### src/rtl/imem_loader_pkg.sv
// Shared types and constants for the UART instruction-memory loader.
// Holds the loader state encoding, the bit-period helper and the line-level constants.
package imem_loader_pkg;

    typedef enum logic [2:0] {
        IDLE,
        CNT_HI,
        CNT_LO,
        DATA,
        DONE,
        ERR
    } state_t;

    localparam logic STOP_BIT   = 1'b1;
    localparam logic IDLE_LEVEL = 1'b1;

    function automatic int CLKS_PER_BIT(input int clk_hz, input int baud);
        return clk_hz / baud;
    endfunction

endpackage

### src/rtl/uart_rx_byte.sv
// 8N1 UART receiver: byte/framing pulses one cycle after the stop-bit sample; no back-pressure.
// Also reports clocks spent idle since the last stop bit (saturating) for the loader timeout.
module uart_rx_byte
    import imem_loader_pkg::*;
#(
    parameter int CPB          = 434,
    parameter int TIMEOUT_CLKS = 8680,
    parameter int IDLE_W       = $clog2(TIMEOUT_CLKS + 1)
) (
    input  logic              clk_fpga,
    input  logic              n_reset,
    input  logic              uart_rx,
    input  logic              idle_clr,
    output logic [7:0]        rx_data,
    output logic              rx_valid,
    output logic              rx_ferr,
    output logic [IDLE_W-1:0] rx_idle_cnt
);

    typedef enum logic [1:0] {R_IDLE, R_START, R_DATA, R_STOP} rx_state_t;

    localparam int                CNT_W     = $clog2(CPB);
    localparam logic [CNT_W-1:0]  BIT_LAST  = CNT_W'(CPB - 1);
    localparam logic [CNT_W-1:0]  HALF_LAST = CNT_W'(CPB / 2 - 1);
    localparam logic [IDLE_W-1:0] IDLE_MAX  = IDLE_W'(TIMEOUT_CLKS);

    logic [1:0]        sync_q;
    logic              prev_q;
    rx_state_t         rstate_q, rstate_d;
    logic [CNT_W-1:0]  cnt_q, cnt_d;
    logic [2:0]        bit_q, bit_d;
    logic [7:0]        shift_q, shift_d;
    logic [7:0]        data_q, data_d;
    logic              valid_q, valid_d;
    logic              ferr_q, ferr_d;
    logic [IDLE_W-1:0] idle_q, idle_d;
    logic              rx_s;

    assign rx_s = sync_q[1];

    always_ff @(posedge clk_fpga or negedge n_reset) begin
        if (!n_reset) begin
            sync_q   <= {2{IDLE_LEVEL}};
            prev_q   <= IDLE_LEVEL;
            rstate_q <= R_IDLE;
            cnt_q    <= '0;
            bit_q    <= '0;
            shift_q  <= '0;
            data_q   <= '0;
            valid_q  <= 1'b0;
            ferr_q   <= 1'b0;
            idle_q   <= '0;
        end else begin
            sync_q   <= {sync_q[0], uart_rx};
            prev_q   <= rx_s;
            rstate_q <= rstate_d;
            cnt_q    <= cnt_d;
            bit_q    <= bit_d;
            shift_q  <= shift_d;
            data_q   <= data_d;
            valid_q  <= valid_d;
            ferr_q   <= ferr_d;
            idle_q   <= idle_d;
        end
    end

    always_comb begin
        rstate_d = rstate_q;
        cnt_d    = cnt_q;
        bit_d    = bit_q;
        shift_d  = shift_q;
        data_d   = data_q;
        valid_d  = 1'b0;
        ferr_d   = 1'b0;
        idle_d   = idle_q;
        if (idle_q != IDLE_MAX) begin
            idle_d = idle_q + 1'b1;
        end
        case (rstate_q)
            R_IDLE: begin
                if (prev_q == IDLE_LEVEL && rx_s != IDLE_LEVEL) begin
                    rstate_d = R_START;
                    cnt_d    = '0;
                end
            end
            R_START: begin
                // A start bit that is high again at half-bit was only a glitch.
                if (cnt_q == HALF_LAST) begin
                    cnt_d = '0;
                    if (rx_s == IDLE_LEVEL) begin
                        rstate_d = R_IDLE;
                    end else begin
                        rstate_d = R_DATA;
                        bit_d    = '0;
                        idle_d   = '0;
                    end
                end else begin
                    cnt_d = cnt_q + 1'b1;
                end
            end
            R_DATA: begin
                idle_d = '0;
                if (cnt_q == BIT_LAST) begin
                    cnt_d   = '0;
                    shift_d = {rx_s, shift_q[7:1]};
                    bit_d   = bit_q + 3'd1;
                    if (bit_q == 3'd7) begin
                        rstate_d = R_STOP;
                    end
                end else begin
                    cnt_d = cnt_q + 1'b1;
                end
            end
            R_STOP: begin
                idle_d = '0;
                if (cnt_q == BIT_LAST) begin
                    cnt_d    = '0;
                    rstate_d = R_IDLE;
                    if (rx_s == STOP_BIT) begin
                        valid_d = 1'b1;
                        data_d  = shift_q;
                    end else begin
                        ferr_d = 1'b1;
                    end
                end else begin
                    cnt_d = cnt_q + 1'b1;
                end
            end
            default: rstate_d = R_IDLE;
        endcase
        if (idle_clr) begin
            idle_d = '0;
        end
    end

    assign rx_data     = data_q;
    assign rx_valid    = valid_q;
    assign rx_ferr     = ferr_q;
    assign rx_idle_cnt = idle_q;

endmodule

### src/rtl/imem_loader.sv
// Loads a count-prefixed program from UART into instruction memory, holding the CPU in reset meanwhile.
// Write strobe lands one cycle after the 4th byte of a word; no back-pressure, every byte consumed on arrival.
module imem_loader
    import imem_loader_pkg::*;
#(
    parameter int CLK_HZ       = 50_000_000,
    parameter int BAUD         = 115_200,
    parameter int ADDR_W       = 8,
    parameter int TIMEOUT_BITS = 20
) (
    input  logic              clk_fpga,
    input  logic              n_reset,
    input  logic              uart_rx,
    input  logic              start,
    output logic              imem_we,
    output logic [ADDR_W-1:0] imem_addr,
    output logic [31:0]       imem_wdata,
    output logic              cpu_hold,
    output logic              busy,
    output logic              done,
    output logic              err,
    output logic [ADDR_W:0]   words_loaded
);

    localparam int          CPB     = CLKS_PER_BIT(CLK_HZ, BAUD);
    localparam int          TO_CLKS = TIMEOUT_BITS * CPB;
    localparam int          IDLE_W  = $clog2(TO_CLKS + 1);
    localparam logic [31:0] N_MAX   = 32'd1 << ADDR_W;

    logic [7:0]        rx_data;
    logic              rx_valid;
    logic              rx_ferr;
    logic [IDLE_W-1:0] rx_idle_cnt;
    logic              idle_clr;

    uart_rx_byte #(
        .CPB          (CPB),
        .TIMEOUT_CLKS (TO_CLKS),
        .IDLE_W       (IDLE_W)
    ) u_rx (
        .clk_fpga    (clk_fpga),
        .n_reset     (n_reset),
        .uart_rx     (uart_rx),
        .idle_clr    (idle_clr),
        .rx_data     (rx_data),
        .rx_valid    (rx_valid),
        .rx_ferr     (rx_ferr),
        .rx_idle_cnt (rx_idle_cnt)
    );

    state_t            state_q, state_d;
    logic [15:0]       n_q, n_d;
    logic [1:0]        bcnt_q, bcnt_d;
    logic [23:0]       asm_q, asm_d;
    logic              we_q, we_d;
    logic [ADDR_W-1:0] addr_q, addr_d;
    logic [31:0]       wdata_q, wdata_d;
    logic              hold_q, hold_d;
    logic              busy_q, busy_d;
    logic              done_q, done_d;
    logic              err_q, err_d;
    logic [ADDR_W:0]   wl_q, wl_d;
    logic [15:0]       n_full;
    logic              fault;

    assign n_full = {n_q[15:8], rx_data};
    // err must rise exactly TO_CLKS after the stop-bit sample, hence the -1.
    assign fault  = rx_ferr || (rx_idle_cnt >= IDLE_W'(TO_CLKS - 1));

    always_ff @(posedge clk_fpga or negedge n_reset) begin
        if (!n_reset) begin
            state_q <= IDLE;
            n_q     <= '0;
            bcnt_q  <= '0;
            asm_q   <= '0;
            we_q    <= 1'b0;
            addr_q  <= '0;
            wdata_q <= '0;
            hold_q  <= 1'b0;
            busy_q  <= 1'b0;
            done_q  <= 1'b0;
            err_q   <= 1'b0;
            wl_q    <= '0;
        end else begin
            state_q <= state_d;
            n_q     <= n_d;
            bcnt_q  <= bcnt_d;
            asm_q   <= asm_d;
            we_q    <= we_d;
            addr_q  <= addr_d;
            wdata_q <= wdata_d;
            hold_q  <= hold_d;
            busy_q  <= busy_d;
            done_q  <= done_d;
            err_q   <= err_d;
            wl_q    <= wl_d;
        end
    end

    always_comb begin
        state_d  = state_q;
        n_d      = n_q;
        bcnt_d   = bcnt_q;
        asm_d    = asm_q;
        we_d     = 1'b0;
        addr_d   = addr_q;
        wdata_d  = wdata_q;
        hold_d   = hold_q;
        busy_d   = busy_q;
        done_d   = done_q;
        err_d    = err_q;
        wl_d     = wl_q;
        idle_clr = 1'b0;
        // Releasing the core one cycle after done keeps the final write settled first.
        if (done_q) begin
            hold_d = 1'b0;
        end
        case (state_q)
            IDLE: begin
                if (start) begin
                    done_d   = 1'b0;
                    err_d    = 1'b0;
                    wl_d     = '0;
                    hold_d   = 1'b1;
                    busy_d   = 1'b1;
                    idle_clr = 1'b1;
                    state_d  = CNT_HI;
                end
            end
            CNT_HI: begin
                if (fault) begin
                    state_d = ERR;
                    err_d   = 1'b1;
                    busy_d  = 1'b0;
                end else if (rx_valid) begin
                    n_d[15:8] = rx_data;
                    state_d   = CNT_LO;
                end
            end
            CNT_LO: begin
                if (fault) begin
                    state_d = ERR;
                    err_d   = 1'b1;
                    busy_d  = 1'b0;
                end else if (rx_valid) begin
                    n_d = n_full;
                    if (n_full == 16'd0) begin
                        state_d = DONE;
                    end else if ({16'd0, n_full} > N_MAX) begin
                        state_d = ERR;
                        err_d   = 1'b1;
                        busy_d  = 1'b0;
                    end else begin
                        bcnt_d  = '0;
                        state_d = DATA;
                    end
                end
            end
            DATA: begin
                if (fault) begin
                    state_d = ERR;
                    err_d   = 1'b1;
                    busy_d  = 1'b0;
                end else if (rx_valid) begin
                    asm_d  = {asm_q[15:0], rx_data};
                    bcnt_d = bcnt_q + 2'd1;
                    if (bcnt_q == 2'd3) begin
                        we_d    = 1'b1;
                        addr_d  = wl_q[ADDR_W-1:0];
                        wdata_d = {asm_q, rx_data};
                        wl_d    = wl_q + 1'b1;
                        if (32'(wl_q) + 32'd1 == 32'(n_q)) begin
                            state_d = DONE;
                        end
                    end
                end
            end
            DONE: begin
                done_d  = 1'b1;
                busy_d  = 1'b0;
                state_d = IDLE;
            end
            ERR: begin
                state_d = IDLE;
            end
            default: state_d = IDLE;
        endcase
    end

    assign imem_we      = we_q;
    assign imem_addr    = addr_q;
    assign imem_wdata   = wdata_q;
    assign cpu_hold     = hold_q;
    assign busy         = busy_q;
    assign done         = done_q;
    assign err          = err_q;
    assign words_loaded = wl_q;

endmodule

### config.mk
export PLATFORM = sky130hd
export DESIGN_NAME = imem_loader
export DESIGN_NICKNAME = d
export VERILOG_FILES = /design/src/rtl/imem_loader_pkg.sv /design/src/rtl/uart_rx_byte.sv /design/src/rtl/imem_loader.sv
export SDC_FILE = /design/constraint.sdc
export NUM_CORES = 1
export LEC_CHECK = 0
export CAP_MARGIN = 40
export CORE_ASPECT_RATIO = 0.5
export CORE_MARGIN = 3
export CORE_UTILIZATION = 55
export CTS_BUF_LIST = sky130_fd_sc_hd__clkbuf_4 sky130_fd_sc_hd__clkbuf_8
export DETAILED_ROUTE_END_ITERATION = 7
export GPL_TIMING_DRIVEN = 1
export PLACE_DENSITY = 0.76
export SETUP_SLACK_MARGIN = 0.3
export SYNTH_ARGS = -nofsm -noshare
export SYNTH_HDL_FRONTEND = slang
export SYNTH_SLANG_ARGS = --single-unit
### constraint.sdc
create_clock -name clk_fpga -period 4.43 [get_ports clk_fpga]
set_clock_uncertainty 0.2 [all_clocks]
set_input_delay 0.443 -clock clk_fpga [delete_from_list [all_inputs] [get_ports clk_fpga]]
set_output_delay 0.443 -clock clk_fpga [all_outputs]
set_load 0.01 [all_outputs]
==> results.sh, run 1 <==
export IMPL_status="complete, no violations"
export IMPL_die_area_um2=13600
export IMPL_synth_seq_area_share_pct=55.4
export IMPL_place_ws_ns=1.46
export IMPL_cts_resized=0
export IMPL_crit_chain="ha_1 > a211oi_1 > o21ai_2 > a2111o_1 > buf_4 > inv_2 > nand2_1 > o21ai_0"
export IMPL_initial_core_util_pct=58.6
export IMPL_synthAdderAreaFrac_pct=1.68
export IMPL_row_count=27
export IMPL_crit_arrival_ns=3.19
export IMPL_ir_drop_mv=0.231
export IMPL_area_growth_pct=16.7
export IMPL_synth_compound_area_share_pct=8.00
export IMPL_crit_path_end_kind="flop"
export IMPL_p_sw_share_pct=31.5
export IMPL_clock_root_buffer="clkbuf_8"
export IMPL_layout_drive_gt1_share_pct=13.4
export IMPL_vias=4837
export IMPL_core_area_um2=11400
export IMPL_rrSetupSlack_ns=1.41
export IMPL_cellLeakagePower_nw=3.77
export IMPL_grt_ovfl_total=0
export IMPL_clkTransAtPathRegs_ns=0.09
export IMPL_p_sw_w=0.00100
export IMPL_crit_path_start_kind="flop"
export IMPL_synthXorXnorAreaFrac_pct=3.40
export IMPL_ant_nets=0
export IMPL_antenna_found_initial=0
export IMPL_antenna_cells=0
export IMPL_hold_ws_ns=0.161
export IMPL_vias_per_cell=5.47
export IMPL_cp_top_family="compound AO/OA/AOI/OAI gates"
export IMPL_netlist_area_um2=6700
export IMPL_grt_pass1_vias=4747
export IMPL_ys_flop_type="dfrtp_1"
export IMPL_worstPathMaxFanout=53
export IMPL_hp_start="u_rx.sync_q[0]"
export IMPL_crit_required_ns=4.60
export IMPL_synth_cell_types=66
export IMPL_htreeDepth=4
export IMPL_rr_endpoint="words_loaded[2]"
export IMPL_dr_pass1_iters=5
export IMPL_hold_depth=0
export IMPL_hold_class="reg -> reg"
export IMPL_path_buf_inv=2
export IMPL_ys_warn_count=0
export IMPL_max_slew_margin_pct=45.0
export IMPL_layout_commonest_cell="nand2_1"
export IMPL_cts_sink_count=148
export IMPL_place_area_um2=7390
export IMPL_timing_fmax_mhz=331
export IMPL_dp_hpwl_um=9000
export IMPL_holdPathEnd="u_rx.sync_q[1]"
export IMPL_min_period_ns=3.02
export IMPL_clock_latency_ns=0.45
export IMPL_yosys_register_bits=148
export IMPL_yosys_area_top_type_share_pct=54.2
export IMPL_finalSetupViolCount=0
export IMPL_layout_nets=725
export IMPL_io_pins=58
export IMPL_wl_per_cell_um=15.3
export IMPL_drc=0
export IMPL_pwr_share_seq_pct=48.9
export IMPL_portBuffers=57
export IMPL_synthMuxAreaShare_pct=8.65
export IMPL_worst_r2r_startpoint="u_rx.rx_idle_cnt[1]"
export IMPL_mostFrequentLayoutCells="176 x nand2_1, 145 x dfrtp_1, 56 x clkdlybuf4s50_1"
export IMPL_power_density_nw_per_um2=407
export IMPL_finalWeightedCongestion=0.878
export IMPL_cpMaxStageDelayCell="inv_2"
export IMPL_drv_cap=0
export IMPL_p_clk_share_pct=34.9
export IMPL_tightest_slew_ns=0.819
export IMPL_rsz0062_at_grt="false"
export IMPL_drt_iter0_drc=409
export IMPL_synth_cells=657
export IMPL_grt_use_total_pct=21.7
export IMPL_finalCritPeriodShare_pct=68.1
export IMPL_max_stage_delay_ns=0.63
export IMPL_numCtsBuffers=17
export IMPL_p_int_w=0.00218
export IMPL_fp_dieW_um=162
export IMPL_timing_setup_tns_ns=0
export IMPL_routed_wl_um=13500
export IMPL_cts_max_path_buffers=2
export IMPL_syn_nets=670
export IMPL_synth_top_family_by_area="simple AND/OR/NAND/NOR gates"
export IMPL_grt_pass1_wl_um=24000
export IMPL_synth_area_leaders="dfrtp_1 54%, nand2_1 9.9%, mux2_2 6.7%, o21ai_0 2.6%, xnor2_1 2.1%"
export IMPL_cts_setup_buffers=0
export IMPL_stdcell_area_um2=7810
export IMPL_synthSimpleGateAreaFrac_pct=20.1
export IMPL_synth_area_per_cell_um2=10.2
export IMPL_grt_max_degree=76
export IMPL_crit_type="reg -> reg"
export IMPL_tritoncts="done"
export IMPL_worst_slack_ns=1.41
export IMPL_die_y_um=84.0
export IMPL_synth_top_area_cell="dfrtp_1"
export IMPL_p_comb_share_pct=16.2
export IMPL_synthArstFlopShare_pct=100
export IMPL_reg2reg_depth=8
export IMPL_synth_edf_count=0
export IMPL_report_final_slew_viol_count=0
export IMPL_hold_viol_final=0
## layout make-up
class | instances | area, um^2
clock buffers | 17 | 234
clock inverters | 15 | 183
fillers | 914 | 3600
inverters | 16 | 60.1
multi-input cells | 464 | 2800
flip-flops and latches | 148 | 3710
well taps | 159 | 199
repair buffers | 65 | 632
## layer usage
metal	vias up	routed length [um]	global-route usage [%]
li1	2350	-	-
met1	2382	6630	31.9
met2	94	6230	32.6
met3	11	565	4.96
met4	0	121	6.04
met5	-	0	0
## through the flow
step / total power, W / std cells / utilization, %
after floorplan: 0.00193 / 657 / -
after global placement: 0.00208 / 850 / 64.7
after detailed placement: 0.00210 / 851 / 64.7
after CTS: 0.00321 / 884 / 68.4
after global routing: 0.00338 / 884 / 68.4
final: 0.00318 / 884 / 68.4
## registers in the layout, indices dropped and copies added (netlist names), 2 cells and up, named ones only
signal            flops
bcnt_q                2
words_loaded          9
u_rx.rx_idle_cnt     14
u_rx.sync_q           2
state_q               3
u_rx.cnt_q            9
u_rx.bit_q            3
asm_q                24
imem_wdata           32
n_q                  16
imem_addr             8
u_rx.rx_data          8
u_rx.shift_q          8
## synthesized netlist by cell type (2+ instances only)
cell / instances
and2_1: 2
and3_1: 11
mux2i_1: 2
clkbuf_1: 17
nand4b_1: 2
dfrtp_1: 145
a21o_1: 2
a211oi_1: 2
nor2b_1: 7
nand3_1: 21
a22o_1: 2
o31ai_1: 5
nor2_1: 37
nand2_1: 176
or2_2: 2
nor3_1: 8
o21ai_1: 4
nand3b_1: 2
o21ai_0: 35
xnor2_1: 16
buf_2: 10
dfstp_2: 3
nand4_1: 5
mux2_2: 40
mux2_4: 2
or3_4: 2
ha_1: 9
a31oi_1: 2
nand2b_1: 3
xor2_1: 10
inv_1: 15
o41ai_1: 2
a21oi_1: 10
nor4_1: 5
or3_1: 3
buf_4: 2
mux2_1: 7
## power by group through the flow
stage          Clock (W)  Sequential, W  Combinational [W]
6_report         0.00111        0.00156           0.000514
5_1_grt          0.00120        0.00158           0.000598
4_1_cts          0.00114        0.00155           0.000520
3_5_place_dp           0        0.00158           0.000516
3_3_place_gp           0        0.00158           0.000499
2_1_floorplan          0        0.00152           0.000408
## worst reg2reg max path, stage by stage (launching register included)
cell,delay [ns]
dfrtp_1,0.44
ha_1,0.23
a211oi_1,0.28
o21ai_2,0.14
a2111o_1,0.44
buf_4,0.29
inv_2,0.67
nand2_1,0.10
o21ai_0,0.16
## how the worst max path moves through the flow
| stage | from | end | slack [ns] | depth (start not counted) |
|---|---|---|---|---|
| after floorplan | words_loaded[0] | state_q[2] | 1.97 | 8 |
| after global placement | u_rx.rx_idle_cnt[0] | words_loaded[2] | 1.49 | 8 |
| after detailed placement | u_rx.rx_idle_cnt[0] | words_loaded[5] | 1.46 | 8 |
| after CTS | u_rx.rx_idle_cnt[0] | words_loaded[5] | 1.42 | 8 |
| after global routing | u_rx.rx_idle_cnt[0] | words_loaded[2] | 1.17 | 8 |
| final | u_rx.rx_idle_cnt[1] | words_loaded[2] | 1.41 | 8 |
## logic make-up after synthesis
logic type | count (synthesis)
buffers and inverters | 45
DFF | 148
xor gates and xnor gates | 26
AOI/OAI and AO/OA | 81
adders and majority gates | 9
muxes | 51
and+or+nand+nor | 297
## what timing repair did
action / 4_1_cts / 5_1_grt
hold buffers: 1 / 0
hold endpoints to repair: 70 / 0
endpoints found under the setup margin: 0 / 0
(Power assumes the default switching activity.)
==> inputs of run 2 (changes only) <==
Settings changed: CORE_UTILIZATION 55 to 54, PLACE_DENSITY 0.76 to 0.78.
Clock period 4.43 ns to 2.46 ns, I/O delays scaled along.
==> results.sh, run 2 (synthesized netlist as in run 1, its figures left out) <==
export IMPL_status="finished with violations"
export IMPL_violations="negative setup slack"
export IMPL_grt_pass1_vias=5938
export IMPL_report_final_slew_viol_count=0
export IMPL_startpoint="words_loaded[3]"
export IMPL_antenna_found_initial=1
export IMPL_dr_pass1_iters=6
export IMPL_tritoncts="done"
export IMPL_io_pins=58
export IMPL_ff_latch_area_um2=3710
export IMPL_dp_hpwl_um=9620
export IMPL_grt_max_degree=56
export IMPL_rsz0062_at_grt="true"
export IMPL_cpMaxStageDelayCell="xnor2_1"
export IMPL_portBuffers=57
export IMPL_mostFrequentLayoutCells="140 x dfrtp_1, 72 x nand2_2, 61 x nand2_1"
export IMPL_timing_fmax_mhz=329
export IMPL_die_y_um=84.7
export IMPL_vias=6504
export IMPL_crit_end="state_q[2]"
export IMPL_vias_per_cell=6.69
export IMPL_largest_reg_flops=32
export IMPL_ir_drop_mv=0.354
export IMPL_clock_latency_ns=0.47
export IMPL_drc=0
export IMPL_core_area_um2=11900
export IMPL_min_period_ns=3.04
export IMPL_place_area_um2=7760
export IMPL_crit_path_end_kind="flop"
export IMPL_rrSetupSlack_ns=-0.58
export IMPL_layout_nets=807
export IMPL_ant_nets=0
export IMPL_drv_cap=0
export IMPL_routed_wl_um=26400
export IMPL_finalWeightedCongestion=0.845
export IMPL_clock_root_buffer="clkbuf_8"
export IMPL_worst_slack_ns=-0.577
export IMPL_numCtsBuffers=17
export IMPL_initial_core_util_pct=56.0
export IMPL_stdcell_area_um2=9900
export IMPL_tightest_slew_ns=0.741
export IMPL_fill_cells=489
export IMPL_rr_endpoint="state_q[2]"
export IMPL_cts_sink_count=148
export IMPL_reg2reg_depth=6
export IMPL_worst_r2r_startpoint="words_loaded[3]"
export IMPL_hold_class="in -> async"
export IMPL_drt_iter0_drc=867
export IMPL_grt_ovfl_total=0
export IMPL_layout_drive_gt1_share_pct=42.1
export IMPL_htreeDepth=4
export IMPL_die_area_um2=13900
export IMPL_area_growth_pct=47.9
export IMPL_worstPathMaxFanout=9
export IMPL_crit_arrival_ns=3.19
export IMPL_cts_max_path_buffers=2
export IMPL_row_count=28
export IMPL_grt_pass1_wl_um=32100
export IMPL_max_slew_margin_pct=50.3
export IMPL_antenna_cells=0
export IMPL_crit_type="reg -> reg"
export IMPL_multi_input_area_um2=3730
export IMPL_power_density_nw_per_um2=640
export IMPL_finalCritPeriodShare_pct=123
export IMPL_fp_dieW_um=163
export IMPL_cellLeakagePower_nw=4.87
export IMPL_clkTransAtPathRegs_ns=0.12
export IMPL_hold_viol_final=0
export IMPL_crit_path_start_kind="flop"
export IMPL_crit_required_ns=2.61
export IMPL_grt_use_total_pct=30.2
export IMPL_crit_chain="nand3_1 > xnor2_1 > a311oi_1 > nor4_4 > a31oi_2 > a2111oi_2"
export IMPL_max_stage_delay_ns=0.67
export IMPL_place_ws_ns=-0.126
export IMPL_wl_per_cell_um=27.1
export IMPL_layout_commonest_cell="dfrtp_1"
export IMPL_finalSetupViolCount=53
[run 2: worst min path at each step]
stage / startpoint / to / slack (ns) / cells after the start
after floorplan: n_reset / asynchronous set/reset pin / -0.25 / 0
after global placement: n_reset / imem_wdata[27] / 0.04 / 1
after detailed placement: n_reset / imem_wdata[25] / 0.05 / 1
after CTS: n_reset / imem_wdata[25] / 0.12 / 2
after global routing: n_reset / imem_wdata[31] / 0.16 / 2
final: n_reset / imem_wdata[21] / 0.11 / 2
[run 2: timing repair]
action / CTS / global route
gates cloned: 14 / 1
endpoints found under the setup margin: 102 / 120
endpoints found under the hold margin: 129 / 0
resized for setup: 157 / 140
pin swaps: 90 / 61
hold buffers: 2 / 0
buffers inserted: 22 / 16
[run 2: area by class of cell]
cell class              count  area share (%)
multi-input cells         465            37.6
inverters                  16           0.657
clock buffers              17            2.36
clock inverters            15            1.84
well taps                 165            2.08
flip-flops and latches    148            37.5
repair buffers            146            17.9
[run 2: power by group]
group / leakage [nW] / total, W / internal, W / switching, W
Clock: 0.216 / 0.00215 / 0.000956 / 0.00119
Combinational: 2.62 / 0.00143 / 0.000615 / 0.000818
Sequential: 2.03 / 0.00276 / 0.00257 / 0.000190
Total: 4.87 / 0.00634 / 0.00414 / 0.00220
[run 2: metrics by stage]
| step | instances | setup TNS (ns) | hold WS [ns] | utilization (%) | power (W) |
|---|---|---|---|---|---|
| 6_report | 972 | -4.02 | 0.110 | 82.9 | 0.00634 |
| 3_5_place_dp | 885 | -0.161 | 0.0450 | 65.0 | 0.00385 |
| 3_3_place_gp | 885 | 0 | 0.0427 | 65.0 | 0.00382 |
| 5_1_grt | 972 | -8.20 | 0.156 | 82.9 | 0.00658 |
| 4_1_cts | 955 | -0.0621 | 0.124 | 77.4 | 0.00590 |
| 2_1_floorplan | 657 | 0 | -0.250 | - | 0.00348 |
[run 2: per-layer routing]
| layer | vias up | share of wire, % | routed length [um] | track usage [%] |
|---|---|---|---|---|
| li1 | 2515 | - | - | - |
| met1 | 3112 | 35 | 9150 | 37.9 |
| met2 | 600 | 45 | 11800 | 50.1 |
| met3 | 273 | 11 | 2990 | 5.91 |
| met4 | 4 | 9.0 | 2380 | 15.7 |
| met5 | - | 0.19 | 50 | 0 |
[run 2: critical path: cells and delay by family (launching register included)]
kind	cells	cell delay [ns]
compound gates	3	0.79
simple gates	2	0.71
xor+xnor	1	0.67
flops	1	0.53
==> inputs of run 3 (changes only) <==
Settings changed: CORE_UTILIZATION 54 to 55, DONT_BUFFER_PORTS from default to 1, PLACE_DENSITY 0.78 to 0.73, RECOVER_POWER from default to 25.
==> results.sh, run 3 (synthesized netlist as in run 1, its figures left out) <==
export IMPL_largest_reg_flops=32
export IMPL_crit_arrival_ns=2.80
export IMPL_status="finished with violations"
export IMPL_worstPathMaxFanout=6
export IMPL_path_buf_inv=0
export IMPL_drt_iter0_drc=658
export IMPL_stdcell_area_um2=9400
export IMPL_clkTransAtPathRegs_ns=0.12
export IMPL_grt_max_degree=149
export IMPL_timing_setup_tns_ns=-0.439
export IMPL_numCtsBuffers=17
export IMPL_htreeDepth=4
export IMPL_min_period_ns=2.68
export IMPL_worst_slack_ns=-0.221
export IMPL_hold_class="in -> async"
export IMPL_rsz0062_at_grt="true"
export IMPL_fp_dieW_um=162
export IMPL_wl_per_cell_um=23.4
export IMPL_layout_drive_gt1_share_pct=46.2
export IMPL_tritoncts="done"
export IMPL_violations="negative hold slack, negative setup slack"
export IMPL_drc=0
export IMPL_tightest_slew_ns=0.556
export IMPL_drv_cap=0
export IMPL_cellLeakagePower_nw=4.92
export IMPL_hold_ws_ns=-0.728
export IMPL_vias=5746
export IMPL_finalWeightedCongestion=0.867
export IMPL_io_pins=58
export IMPL_mostFrequentLayoutCells="141 x dfrtp_1, 69 x nand2_2, 63 x nand2_1"
export IMPL_hold_buffers=2
export IMPL_clock_root_buffer="clkbuf_8"
export IMPL_antenna_cells=0
export IMPL_die_y_um=84.0
export IMPL_finalCritPeriodShare_pct=109
export IMPL_crit_path_start_kind="flop"
export IMPL_cts_sink_count=148
export IMPL_layout_commonest_cell="dfrtp_1"
export IMPL_antenna_found_initial=0
export IMPL_dr_pass1_iters=6
export IMPL_area_growth_pct=40.5
export IMPL_clock_latency_ns=0.47
export IMPL_hold_viol_final=148
export IMPL_timing_fmax_mhz=373
export IMPL_cp_top_family="simple AND/OR/NAND/NOR gates"
export IMPL_crit_chain="nand3_1 > nor2_2 > xnor2_1 > nor4_4 > a31oi_2 > a2111oi_1"
export IMPL_report_final_slew_viol_count=0
export IMPL_grt_ovfl_total=0
export IMPL_routed_wl_um=21400
export IMPL_die_area_um2=13600
export IMPL_cts_max_path_buffers=2
export IMPL_ir_drop_mv=0.474
export IMPL_grt_use_total_pct=27.6
export IMPL_portBuffers=0
export IMPL_finalSetupViolCount=5
export IMPL_max_stage_delay_ns=0.54
export IMPL_crit_required_ns=2.58
export IMPL_power_density_nw_per_um2=634
export IMPL_ant_nets=0
export IMPL_grt_pass1_wl_um=29400
export IMPL_grt_pass1_vias=5509
export IMPL_max_slew_margin_pct=62.7
export IMPL_initial_core_util_pct=58.6
export IMPL_crit_type="reg -> reg"
export IMPL_cpMaxStageDelayCell="dfrtp_1"
export IMPL_place_ws_ns=-0.0454
export IMPL_layout_nets=754
export IMPL_core_area_um2=11400
export IMPL_crit_path_end_kind="flop"
export IMPL_dp_hpwl_um=9030
export IMPL_place_area_um2=7180
export IMPL_row_count=27
export IMPL_vias_per_cell=6.29
[run 3: cell count changes in the layout (fill, tap and decap cells not counted), moves of 3 or more]
cell,before,now
inv_6,6,2
clkdlybuf4s50_1,56,0
o31ai_2,3,0
buf_8,4,7
o21ai_2,7,10
o31ai_4,1,4
nand2_2,72,69
inv_8,5,8
o21ai_1,10,7
[run 3: metal layers]
| metal | wire length, um | vias up | track usage, % |
|---|---|---|---|
| met3 | 1910 | 106 | 6.59 |
| met4 | 947 | 0 | 12.0 |
| met1 | 8320 | 2849 | 35.0 |
| met5 | 0 | - | 0 |
| li1 | - | 2418 | - |
| met2 | 10200 | 373 | 45.5 |
[run 3: path summary, 6_finish.rpt]
path | start | to | slack (ns) | cells past startpoint
worst max-delay path | words_loaded[3] | state_q[2] | -0.22 | 6
worst min-delay path | n_reset | imem_wdata[17] | -0.73 | 0
worst max register to register | words_loaded[3] | state_q[2] | -0.22 | 6
worst min register to register | u_rx.sync_q[0] | u_rx.sync_q[1] | 0.16 | 0
max in group asynchronous | n_reset | u_rx.sync_q[0] | 2.54 | 0
min in group clk_fpga | uart_rx | u_rx.sync_q[0] | 0.12 | 1
[run 3: where the power goes]
part | total, W | internal, W | switching (W)
combinational | 0.00125 | 0.000548 | 0.000700
clock | 0.00196 | 0.000768 | 0.00119
sequential | 0.00275 | 0.00257 | 0.000181
[run 3: what timing repair did]
action                                 in CTS  in global routing
pin swaps                                  76                 62
resized for setup                         163                152
setup endpoints to repair                 102                117
endpoints found under the hold margin     153                148
setup buffers                              26                 10
cloned                                     14                  3
[run 3: area by class of cell]
| cell class | instances | area, um^2 |
|---|---|---|
| Multi-Input combinational cell | 465 | 3800 |
| Sequential cell | 148 | 3710 |
| Fill cell | 498 | 2010 |
| Timing Repair Buffer | 93 | 1230 |
| Clock buffer | 17 | 234 |
| Tap cell | 159 | 199 |
| Clock inverter | 15 | 156 |
| Inverter | 16 | 72.6 |
[run 3: per-stage QoR]
step	utilization (%)	instances	hold slack, ns	power [W]
finish	82.4	913	-0.728	0.00596
CTS	75.7	900	-0.736	0.00566
detailed placement	62.9	826	-0.243	0.00374
global route	82.4	913	-0.771	0.00623
floorplan	-	657	-0.250	0.00348
global placement	62.9	826	-0.243	0.00370
